$ cat config.mk
export PLATFORM = sky130hd
export DESIGN_NAME = voxel_frame_sequencer
export DESIGN_NICKNAME = d
export VERILOG_FILES = /design/src/rtl/voxel_frame_sequencer.sv
export SDC_FILE = /design/constraint.sdc
export NUM_CORES = 1
export LEC_CHECK = 0
export ABC_AREA = 1
export CORE_MARGIN = 2
export CORE_UTILIZATION = 33
export DETAILED_ROUTE_END_ITERATION = 6
export HOLD_SLACK_MARGIN = 0.05
export PLACE_DENSITY = 0.59
export SLEW_MARGIN = 20
export SYNTH_ARGS = -nofsm -noshare
export SYNTH_HDL_FRONTEND = slang
export SYNTH_SLANG_ARGS = --single-unit
$ cat constraint.sdc
create_clock -name clk -period 6.86 [get_ports clk]
set_input_delay 1.715 -clock clk [delete_from_list [all_inputs] [get_ports clk]]
set_output_delay 1.715 -clock clk [all_outputs]
set_load 0.005 [all_outputs]
$ cat src/rtl/voxel_frame_sequencer.sv
// voxel_frame_sequencer
// Central sequencer for the voxel render path. Boots world generation once,
// then schedules raycaster frames, double-buffers the camera so the core only
// sees a new camera at a frame boundary, and drains queued host voxel writes
// into voxel memory only while the core is idle.
//
// Optional feature: define VOXEL_FRAME_STATS_EN to build the frame counter and
// the per-frame cycle counter. When it is undefined, frame_count and
// frame_cycles are tied to zero and no counter flops are built.
module voxel_frame_sequencer #(
  parameter int FIFO_DEPTH = 8,   // host write queue entries, power of 2, >= 2
  parameter int ADDR_W     = 18,
  parameter int DATA_W     = 64,
  parameter int CAM_W      = 128
) (
  input  logic              clk,
  input  logic              rst_n,
  input  logic              soft_reset,
  output logic              world_start,
  input  logic              world_done,
  output logic              core_start,
  input  logic              core_busy,
  input  logic              core_done,
  output logic              frame_done,
  input  logic              auto_run,
  input  logic              start_frame_req,
  input  logic              cam_load,
  input  logic [CAM_W-1:0]  cam_in,
  output logic [CAM_W-1:0]  cam_active,
  input  logic              wr_valid,
  output logic              wr_ready,
  input  logic [ADDR_W-1:0] wr_addr,
  input  logic [DATA_W-1:0] wr_data,
  output logic              mem_wen,
  output logic [ADDR_W-1:0] mem_waddr,
  output logic [DATA_W-1:0] mem_wdata,
  output logic [2:0]        seq_state,
  output logic [31:0]       frame_count,
  output logic [31:0]       frame_cycles
);

  typedef enum logic [2:0] {
    S_RESET  = 3'd0,
    S_WORLD  = 3'd1,
    S_IDLE   = 3'd2,
    S_LATCH  = 3'd3,
    S_START  = 3'd4,
    S_RENDER = 3'd5
  } state_e;

  localparam int PTR_W = $clog2(FIFO_DEPTH);
  localparam int CNT_W = PTR_W + 1;
  localparam int ENT_W = ADDR_W + DATA_W;

  // Boot camera: x/y/z = 10.0, dir = (1,0,0), plane = (0,0.664), Q8.8 each.
  localparam logic [CAM_W-1:0] CAM_DEFAULT = CAM_W'({
    16'h0A00, 16'h0A00, 16'h0A00, 16'h0100,
    16'h0000, 16'h0000, 16'h0000, 16'h00AA});

  state_e             state_q, state_d;
  logic               world_start_q, core_start_q, frame_done_q;
  logic               pending_q, pending_d;
  logic [CAM_W-1:0]   cam_stage_q, cam_stage_d;
  logic [CAM_W-1:0]   cam_active_q, cam_active_d;

  logic [ENT_W-1:0]   fifo_mem [FIFO_DEPTH];
  logic [PTR_W-1:0]   wr_ptr_q, rd_ptr_q;
  logic [CNT_W-1:0]   count_q, count_d;
  logic               fifo_empty, fifo_full, push, pop;

  logic               mem_wen_q;
  logic [ADDR_W-1:0]  mem_waddr_q;
  logic [DATA_W-1:0]  mem_wdata_q;
  logic               frame_done_set;

  assign fifo_empty = (count_q == '0);
  assign fifo_full  = (count_q == CNT_W'(FIFO_DEPTH));
  // The queue refuses writes while restarting so a handshake is never dropped.
  assign wr_ready   = !fifo_full && (state_q != S_RESET) && !soft_reset;
  assign push       = wr_valid && wr_ready;
  // Memory writes happen only in S_IDLE, never while world_gen or the core own memory.
  assign pop        = (state_q == S_IDLE) && !fifo_empty && !soft_reset;

  assign frame_done_set = core_done && (state_q == S_RENDER) && !soft_reset;

  // Next-state logic for the sequencer FSM; soft_reset overrides every transition.
  always_comb begin
    // NOTE: every combinational output gets a default first so no latch is inferred.
    state_d = state_q;
    unique case (state_q)
      S_RESET:  if (!core_busy) state_d = S_WORLD;
      S_WORLD:  if (world_done) state_d = S_IDLE;
      S_IDLE:   if (fifo_empty && !core_busy && (auto_run || pending_q)) state_d = S_LATCH;
      S_LATCH:  state_d = S_START;
      S_START:  state_d = S_RENDER;
      S_RENDER: if (core_done) state_d = S_IDLE;
      default:  state_d = S_RESET;
    endcase
    if (soft_reset) state_d = S_RESET;
  end

  // Next values of the start request flag and the two camera copies.
  always_comb begin
    pending_d    = pending_q;
    cam_stage_d  = cam_stage_q;
    cam_active_d = cam_active_q;
    if (start_frame_req && state_q != S_RESET) pending_d = 1'b1;
    else if (state_q == S_START)               pending_d = 1'b0;
    if (cam_load) cam_stage_d = cam_in;
    // A load arriving in the latch cycle itself bypasses the staging copy.
    if (state_q == S_LATCH) cam_active_d = cam_load ? cam_in : cam_stage_q;
    if (soft_reset) begin
      pending_d    = 1'b0;
      cam_stage_d  = CAM_DEFAULT;
      cam_active_d = CAM_DEFAULT;
    end
  end

  // Occupancy bookkeeping; simultaneous push and pop leave it unchanged.
  always_comb begin
    count_d = count_q;
    if (push && !pop)      count_d = count_q + 1'b1;
    else if (!push && pop) count_d = count_q - 1'b1;
  end

  // FSM state, output pulses, start request and cameras.
  always_ff @(posedge clk or negedge rst_n) begin
    if (!rst_n) begin
      state_q       <= S_RESET;
      world_start_q <= 1'b0;
      core_start_q  <= 1'b0;
      frame_done_q  <= 1'b0;
      pending_q     <= 1'b0;
      cam_stage_q   <= CAM_DEFAULT;
      cam_active_q  <= CAM_DEFAULT;
    end else begin
      // NOTE: sequential state uses non-blocking assignments so every flop samples pre-edge values.
      state_q       <= state_d;
      world_start_q <= (state_d == S_WORLD) && (state_q != S_WORLD);
      core_start_q  <= (state_d == S_START);
      frame_done_q  <= frame_done_set;
      pending_q     <= pending_d;
      cam_stage_q   <= cam_stage_d;
      cam_active_q  <= cam_active_d;
    end
  end

  // Queue storage: written on push only, contents are don't-care when empty.
  always_ff @(posedge clk) begin
    // NOTE: storage array has no reset; pointers and count define validity.
    if (push) fifo_mem[wr_ptr_q] <= {wr_addr, wr_data};
  end

  // Queue pointers and occupancy; soft_reset flushes the queue.
  always_ff @(posedge clk or negedge rst_n) begin
    if (!rst_n) begin
      wr_ptr_q <= '0;
      rd_ptr_q <= '0;
      count_q  <= '0;
    end else if (soft_reset) begin
      wr_ptr_q <= '0;
      rd_ptr_q <= '0;
      count_q  <= '0;
    end else begin
      if (push) wr_ptr_q <= wr_ptr_q + 1'b1;
      if (pop)  rd_ptr_q <= rd_ptr_q + 1'b1;
      count_q <= count_d;
    end
  end

  // Registered voxel memory write port, one cycle behind the pop.
  always_ff @(posedge clk or negedge rst_n) begin
    if (!rst_n) begin
      mem_wen_q   <= 1'b0;
      mem_waddr_q <= '0;
      mem_wdata_q <= '0;
    end else begin
      mem_wen_q <= pop;
      if (pop) {mem_waddr_q, mem_wdata_q} <= fifo_mem[rd_ptr_q];
    end
  end

`ifdef VOXEL_FRAME_STATS_EN
  logic [31:0] frame_count_q, frame_cycles_q, cycle_cnt_q;

  // Frame statistics: cycle counter restarts at core_start and saturates.
  always_ff @(posedge clk or negedge rst_n) begin
    if (!rst_n) begin
      frame_count_q  <= '0;
      frame_cycles_q <= '0;
      cycle_cnt_q    <= '0;
    end else if (soft_reset) begin
      frame_count_q  <= '0;
      frame_cycles_q <= '0;
      cycle_cnt_q    <= '0;
    end else begin
      if (state_q == S_START)      cycle_cnt_q <= 32'd1;
      else if (cycle_cnt_q != '1)  cycle_cnt_q <= cycle_cnt_q + 32'd1;
      if (frame_done_set) begin
        frame_count_q  <= frame_count_q + 32'd1;
        frame_cycles_q <= cycle_cnt_q;
      end
    end
  end

  assign frame_count  = frame_count_q;
  assign frame_cycles = frame_cycles_q;
`else
  assign frame_count  = '0;
  assign frame_cycles = '0;
`endif

  assign world_start = world_start_q;
  assign core_start  = core_start_q;
  assign frame_done  = frame_done_q;
  assign cam_active  = cam_active_q;
  assign mem_wen     = mem_wen_q;
  assign mem_waddr   = mem_waddr_q;
  assign mem_wdata   = mem_wdata_q;
  assign seq_state   = state_q;

endmodule
# Word-level counts from Yosys, hierarchy flattened
# Memories as Yosys holds them, arrays and structs flattened. A register that Yosys moved wholly into a read port is not among the register bits.
# Index checks and enable logic that the tools add are counted.
[classes]
muxes = 22
n_reduce_logical = 29
n_eq_ne = 9
add_sub_neg = 4
[op_table]
columns = ["cell", "count"]
rows = [
  ["2-to-1 mux 128 bit", 4],
  ["2-to-1 mux 3 bit", 9],
  ["one-hot mux 3 bit (6 select lines)", 1],
  ["logical AND 1 bit", 13],
  ["2-to-1 mux 4 bit", 3],
  ["equality test 3 bit (second input constant)", 3],
  ["nonzero test 3 bit", 3],
  ["zero test 1 bit", 7],
  ["adder 3 x 1 -> 3 bit (second input constant)", 2],
  ["equality test 3 x 1 -> 1 bit (second input constant)", 2],
  ["equality test 3 x 2 -> 1 bit (second input constant)", 2],
  ["nonzero test 2 bit", 3],
  ["2-to-1 mux 1 bit", 5],
  ["adder 4 x 1 -> 4 bit (second input constant)", 1],
  ["equality test 4 bit (second input constant)", 1],
  ["zero test 4 bit", 1],
  ["subtractor 4 x 1 -> 4 bit (second input constant)", 1],
  ["zero test 3 bit", 1],
  ["!= test 3 x 1 -> 1 bit (second input constant)", 1],
  ["logical OR 1 bit", 1],
]
[totals]
input_bits = 220
output_inout_bits = 282
register_bits = 274
mem_count = 1
wordCells = 76
ram_bits = 656
[mem_list]
columns = ["name", "depth", "width", "rd", "rd_ports_with_merged_regs", "wr", "line_no", "rtl"]
rows = [
  ["fifo_mem", 8, 82, 1, 1, 1, "66", "logic [ENT_W-1:0] fifo_mem [FIFO_DEPTH];"],
]

# Longest topological paths before layout
# Gate-level depths: netlist (run 1).
[depth]
ltp_word = 10
depth_mapped = 15
mapped_depth_nobuf = 15

# Worst setup path after synthesis (run 1)
# OpenSTA, ideal clock, no wires.
[synth_path]
path_type = "in2reg"
startpoint = "in soft_reset"
endpoint = "mem fifo_mem[0][0] (netlist bit) (enable)"
setup_time_ns = 0.523
arrival_ns = 5.791
required_time_ns = 6.337
slack_ns = 0.546
cell_stages = 6
n_path_buf = 1
path_cell_list = "inv_1 -> buf_2 -> nand4_1 -> inv_1 -> nand2_1 -> nor2_1"
[synth_between]
elab_chain_len = 5
[synth_rtl]
columns = ["element", "line_no", "rtl"]
rows = [
  ["start, declared", "18", "input logic soft_reset,"],
  ["zero test 1 bit", "79", "assign wr_ready = !fifo_full && (state_q != S_RESET) && !soft_reset;"],
  ["logical AND 1 bit", "79", ""],
  ["logical AND 1 bit", "80", "assign push = wr_valid && wr_ready;"],
  ["2-to-1 mux 1 bit", "151", "if (push) fifo_mem[wr_ptr_q] <= {wr_addr, wr_data};"],
  ["2-to-1 mux 1 bit (not written as such)", "151", ""],
  ["end, declared", "66", ""],
]
# Every way passes these cells.

# Worst setup path after layout (run 1)
[layout_path]
startpoint = "in soft_reset"
endpoint = "out wr_ready"
[layout_between]
elab_chain_len = 2
[layout_rtl]
columns = ["element", "line_no", "rtl"]
rows = [
  ["zero test 1 bit", "79", ""],
  ["logical AND 1 bit", "79", ""],
  ["end, declared", "31", "output logic wr_ready,"],
]
# Every way passes these cells.

==> metrics.md, run 1 <==
| Metric | Value |
|---|---|
| Final period util | 70.9% |
| Initial core utilization | 33.2% |
| Main synth FF type | edfxtp_1 |
| Worst R2R Path Depth | 6 |
| Critical-path cell list | clkdlybuf4s50_1 -> clkinv_2 -> nand2_1 -> nor2_2 -> clkdlybuf4s50_1 |
| Fillers | 11100 |
| Max-Slew Margin vs Limit | 23.3% |
| CTS Buffer Depth | 3 |
| Hold depth | 2 |
| YS warnings | 0 |
| Yosys top cell area share | 49.6% |
| H-tree depth | 3 |
| Layout Nets | 3642 |
| Mapped Cells | 3037 |
| Area of the multi-input gates | 9690 µm² |
| Worst setup EP type | output pin |
| Cell Rows | 127 |
| Routed WL | 101 mm |
| CTS tree | yes |
| Max-slew violation count | 0 |
| Count leader, synth | edfxtp_1 |
| Gp weighted congestion | 0.744 |
| Synthesized area | 39700 µm² |
| Skew final | 0.0340 ns |
| Synth async-reset ratio | 35.2% |
| Critical path's slowest cell | clkdlybuf4s50_1 |
| #FFs+latches synth | 1012 |
| Number of detailed-routing iterations run before antenna repair | 5 |
| Largest cells by area after synthesis | edfxtp_1 50%, dfrtp_1 21%, nor2_1 6.1%, o21ai_0 5.7%, mux2_4 4.1% |
| Register area share after synthesis | 72.2% |
| Vias per inst | 4.86 |
| Final setup violation count | 0 |
| Die ar. | 123000 µm² |
| Most frequent CP cell | clkdlybuf4s50_1 |
| Average wire per standard cell | 19.8 µm |
| DRC | 0 |
| Clock Pin Slew Worst Setup and Hold Paths | 0.06 ns |
| Routed Antenna Nets | 0 |
| HP Class | reg2reg |
| Reg2Reg Setup Slack | 3.10 ns |
| Post-synth EDFFs | 656 |
| Die Y | 351 µm |
| Critical path's top delay family | buffers and inverters |
| Worst EP required | 5.14 ns |
| Cell taking the most area after synthesis | edfxtp_1 |
| Pwr dens | 306 nW/µm² |
| CP peak stage delay | 0.52 ns |
| Root Driver | clkbuf_16 |
| Mapped Avg Cell Area | 13.1 µm² |
| CP arrival | 3.15 ns |
| Worst path bufs/invs | 3 |
| Final Hold Fails | 0 |
| Core Region | 120000 µm² |
| Fraction of layout cells with a size suffix above 1 | 10.7% |
| Vias | 24900 |
| Hold path endpoint | mem_wdata[31] |
| Max Freq | 206 MHz |
| Total I/O pin count | 502 |
| Final Cell Area | 49000 µm² |
| PostCTS Resize Cnt | 0 |
| Top post-synthesis cells by count | 656 x edfxtp_1, 642 x nor2_1, 451 x o21ai_0 |
| CTS Buf Count | 107 |
| Vias in the first global route | 24600 |
| Worst slew pin tran | 1.15 ns |
| Hold Startpoint | mem_wdata[31] |
| Post-DP HPWL | 55.8 mm |
| Worst R2R End | mem_waddr[13] |
| Critical path fanouts, max | 7 |
| Clock Latency Late Sink | 0.70 ns |
| Status | complete, no violations |
| Unique masters post-synth | 31 |
| FF-to-FF Start | rd_ptr_q[0] |
| Hold Buf Count CTS | 0 |
| Largest net degree at the start of global routing | 168 |
| Initial DRC Count | 1999 |
| IO Port Bufs | 437 |
| First-pass GRT wire length | 153 mm |
| RSZ-0062 raised after global routing | no |
| Maximum VDD drop | 0.000214 V |
| Area grow syn2layout | 23.5% |
| Reg area | 28600 µm² |
| Placed Instance Area | 45300 µm² |
| Post-CTS Setup Repair Bufs | 0 |
| P_leak | 18.4 nW |
| Die Wd | 351 µm |
| Setup TNS | 0 ns |
| Setup Crit Path Kind | in2out |
| Post-layout minimum cycle time | 4.86 ns |
| Critical path launch point type | input port |
| GRT Util Overall | 16.1% |
| Max Cap Violations | 0 |
| Initial antenna violation count | 8 |
| Overflow after GRT | 0 |
| Num Clock Sinks | 1012 |
## worst min-delay path: stages, from the launching register on
cell	delay (ns)
dfrtp_1	0.34
nand2_1	0.05
nand2_1	0.05
## flip-flops by register name (all words and copies together) (netlist names)
signal       flops
seq_state        3
world_start      1
wr_ptr_q         3
pending_q        1
count_q          4
mem_wen          1
core_start       1
mem_waddr       18
frame_done       1
mem_wdata       64
cam_active     128
fifo_mem       656
cam_stage_q    128
rd_ptr_q         3
## cell type report
type / instances / area share [%]
multi-input cells: 1797 / 19.8
inverters: 25 / 0.225
clock buffers: 144 / 6.14
repair buffers: 474 / 9.78
clock inverters: 57 / 1.48
well taps: 1612 / 4.12
diodes: 1 / 0.00511
flip-flops and latches: 1012 / 58.5
## kinds of logic (layout without fill, tap and decap cells)
kind of cell	Yosys count	after routing	synth area share, %
buf+inv	291	700	4.21
mux	117	117	4.35
simple gates	989	989	9.77
fa+ha+maj	5	5	0.177
other cells	1	65	0.00945
compound gates	621	621	9.31
xor+xnor	1	1	0.0221
flops	1012	1012	72.2
## cells in the final DEF (no fill, tap or decap), types with 14 or more instances in the layout
master,n
edfxtp_1,656
nor2_1,634
o21ai_0,451
clkdlybuf4s50_1,435
dfrtp_1,331
nand2_1,233
o221ai_1,137
mux2_4,109
clkbuf_16,107
nand3_1,102
conb_1,64
o211ai_1,27
buf_4,27
dfstp_2,22
clkinv_2,21
clkbuf_8,19
clkbuf_1,18
inv_1,17
bufinv_16,14
## per-layer routing
metal | part of all wire [%] | track usage [%]
met5 | 0.087 | 0
met4 | 2.2 | 4.40
met3 | 6.7 | 3.53
met2 | 46 | 25.4
met1 | 45 | 22.3
## stage by stage
| stage | utilization [%] | total power [W] | instances | hold WS (ns) | setup WS, ns |
|---|---|---|---|---|---|
| final | 40.9 | 0.0150 | 5122 | 0.478 | 2.00 |
| after global routing | 40.9 | 0.0157 | 5121 | 0.499 | 1.88 |
| after CTS | 40.9 | 0.0152 | 5121 | 0.482 | 1.96 |
| after detailed placement | 37.8 | 0.00910 | 4920 | 0.465 | 1.96 |
| after global placement | 37.8 | 0.00908 | 4919 | 0.466 | 1.96 |
| after floorplan | - | 0.00800 | 3100 | 0.473 | 0.546 |
## power breakdown
part | total (W) | internal, W | switching [W]
clock | 0.00604 | 0.00361 | 0.00243
sequential | 0.00719 | 0.00692 | 0.000275
combinational | 0.00177 | 0.000961 | 0.000810
## how the worst max path moves through the flow
stage | start | to | slack, ns | depth (start not counted)
2_1_floorplan | soft_reset | fifo_mem[0][0] | 0.55 | 6
3_3_place_gp | soft_reset | wr_ready | 1.96 | 5
3_5_place_dp | soft_reset | wr_ready | 1.96 | 5
4_1_cts | soft_reset | wr_ready | 1.96 | 5
5_1_grt | soft_reset | wr_ready | 1.88 | 5
6_report | soft_reset | wr_ready | 2.00 | 5
Note: power is estimated with default switching activity, not from simulation.
==> run 2: changes to the inputs <==
- clock period: 6.86 -> 5 ns (I/O delays scaled with it)
==> metrics.md, run 2 (same netlist as run 1, synthesis figures left out) <==
| Metric | Value |
|---|---|
| Switching Share | 23.9% |
| Critical path's top delay family | buffers and inverters |
| Initial antenna violation count | 6 |
| Commonest non-fill, non-tap cells in the layout | 656 x edfxtp_1, 634 x nor2_1, 451 x o21ai_0 |
| Fillers | 11000 |
| Skew final | 0.0424 ns |
| P_int | 0.0153 W |
| Layout Nets | 3670 |
| GRT Util Overall | 16.3% |
| Initial core utilization | 33.2% |
| Die ar. | 123000 µm² |
| Final setup violation count | 0 |
| Critical path's slowest cell | clkdlybuf4s50_1 |
| Number of detailed-routing iterations run before antenna repair | 5 |
| Largest net degree at the start of global routing | 203 |
| Maximum VDD drop | 0.000276 V |
| H-tree depth | 3 |
| Routed Antenna Nets | 0 |
| Hold Buf Count CTS | 0 |
| Average wire per standard cell | 19.9 µm |
| Worst slew pin tran | 1.05 ns |
| Fraction of layout cells with a size suffix above 1 | 11.3% |
| Num Clock Sinks | 1012 |
| Vias in the first global route | 24900 |
| Initial DRC Count | 1857 |
| CTS Buffer Depth | 3 |
| Clock Latency Late Sink | 0.70 ns |
| Status | complete, no violations |
| Setup Crit Path Kind | in2out |
| Die Wd | 351 µm |
| First-pass GRT wire length | 155 mm |
| Overflow after GRT | 0 |
| Total power | 0.0201 W |
| Cell Rows | 127 |
| Pre-CTS WS | 0.729 ns |
| Max-slew violation count | 0 |
| Post-CTS Setup Repair Bufs | 0 |
| Placed insts | 4952 |
| Core Region | 120000 µm² |
| HP Class | reg2reg |
| P_leak | 18.5 nW |
| Final Cell Area | 49100 µm² |
| Final Hold Fails | 0 |
| Part of the power in registers | 49.1% |
| Combinational share of power | 12.2% |
| CP arrival | 2.77 ns |
| Worst setup margin | 0.984 ns |
| Biggest register | fifo_mem |
| IO Port Bufs | 437 |
| Most frequent CP cell | clkdlybuf4s50_1 |
| Pwr dens | 410 nW/µm² |
| Non-Filler Instances | 5149 |
| Critical-path cell list | clkdlybuf4s50_1 -> clkinv_2 -> nand2_1 -> nor2_2 -> clkdlybuf4s50_1 |
| Area grow syn2layout | 23.7% |
| Max Freq | 249 MHz |
| Worst setup EP type | output pin |
| Worst path bufs/invs | 3 |
| Worst EP required | 3.75 ns |
| Vias per inst | 4.89 |
| Die Y | 351 µm |
| RSZ-0062 raised after global routing | no |
| Clock power frac | 38.7% |
| Root Driver | clkbuf_16 |
| CTS Buf Count | 103 |
| DRC | 0 |
| Number of flip-flops in the largest register | 656 |
| Most common cell after layout, fill and taps aside | edfxtp_1 |
| Vias | 25200 |
| PostCTS Resize Cnt | 0 |
| Final period util | 80.3% |
| CP peak stage delay | 0.55 ns |
| Post-DP HPWL | 59.2 mm |
| Total I/O pin count | 502 |
| Max-Slew Margin vs Limit | 30.3% |
| CTS tree | yes |
| NetSw | 0.00482 W |
| Post-layout minimum cycle time | 4.02 ns |
| Clock Pin Slew Worst Setup and Hold Paths | 0.06 ns |
| Gp weighted congestion | 0.765 |
| Placed Instance Area | 45600 µm² |
| Max Cap Violations | 0 |
| Critical path launch point type | input port |
| Routed WL | 102 mm |
| Critical path fanouts, max | 7 |
run 2: cell types whose count changed in the layout (fill, tap and decap cells not counted), moves of 6 or more:
cell | previous run | this run
clkinv_1 | 11 | 5
buf_12 | 11 | 20
bufinv_16 | 14 | 6
clkbuf_1 | 18 | 27
buf_4 | 27 | 50
run 2: power groups by stage:
stage,registers [W],logic [W],clock network [W]
2_1_floorplan,0.00995,0.00103,0
4_1_cts,0.00988,0.00251,0.00798
3_3_place_gp,0.0100,0.00248,0
6_report,0.00987,0.00246,0.00777
3_5_place_dp,0.0100,0.00250,0
5_1_grt,0.00994,0.00273,0.00830
run 2: final cells by class:
type	count	area, µm²	area share [%]
antenna	2	5.00	0.0102
tap	1612	2020	4.11
clock buffer	150	2980	6.06
timing repair buffer	506	5140	10.5
inverter	25	118	0.240
clock inverter	45	499	1.02
sequential	1012	28600	58.3
multi-input combinational	1797	9690	19.7
run 2: metrics by stage:
stage / hold WS (ns) / setup TNS [ns] / util (%)
floorplan: 0.473 / -552.71 / -
detailed placement: 0.466 / 0 / 38.1
CTS: 0.483 / 0 / 41.0
global route: 0.501 / 0 / 41.0
finish: 0.475 / 0 / 41.0
global placement: 0.470 / 0 / 38.1
run 2: worst register-to-register path, cell delays in order, from the launching register on:
cell and delay [ns]:
dfrtp_4 0.97, clkinv_8 0.92, buf_12 0.68, o21ai_0 0.29, o221ai_1 0.16, nand3_1 0.17
nand2_1 0.06
run 2: final timing paths:
check	start	endpoint	slack, ns	depth (start not counted)
max in group asynchronous	rst_n	cam_active[25]	3.22	2
min reg2reg	mem_waddr[6]	mem_waddr[6]	0.48	2
min in group asynchronous	rst_n	mem_wdata[47]	0.65	1
max	soft_reset	wr_ready	0.98	5
min	mem_waddr[6]	mem_waddr[6]	0.48	2
max reg2reg	rd_ptr_q[0]	mem_wdata[21]	1.61	6
run 2: metal layers:
layer | GRT usage [%] | routed length [µm] | vias up
met2 | 25.3 | 46500 | 782
met1 | 23.0 | 46900 | 12700
met3 | 3.20 | 6610 | 158
met5 | 0 | 45 | -
met4 | 4.90 | 2200 | 8
li1 | - | - | 11600
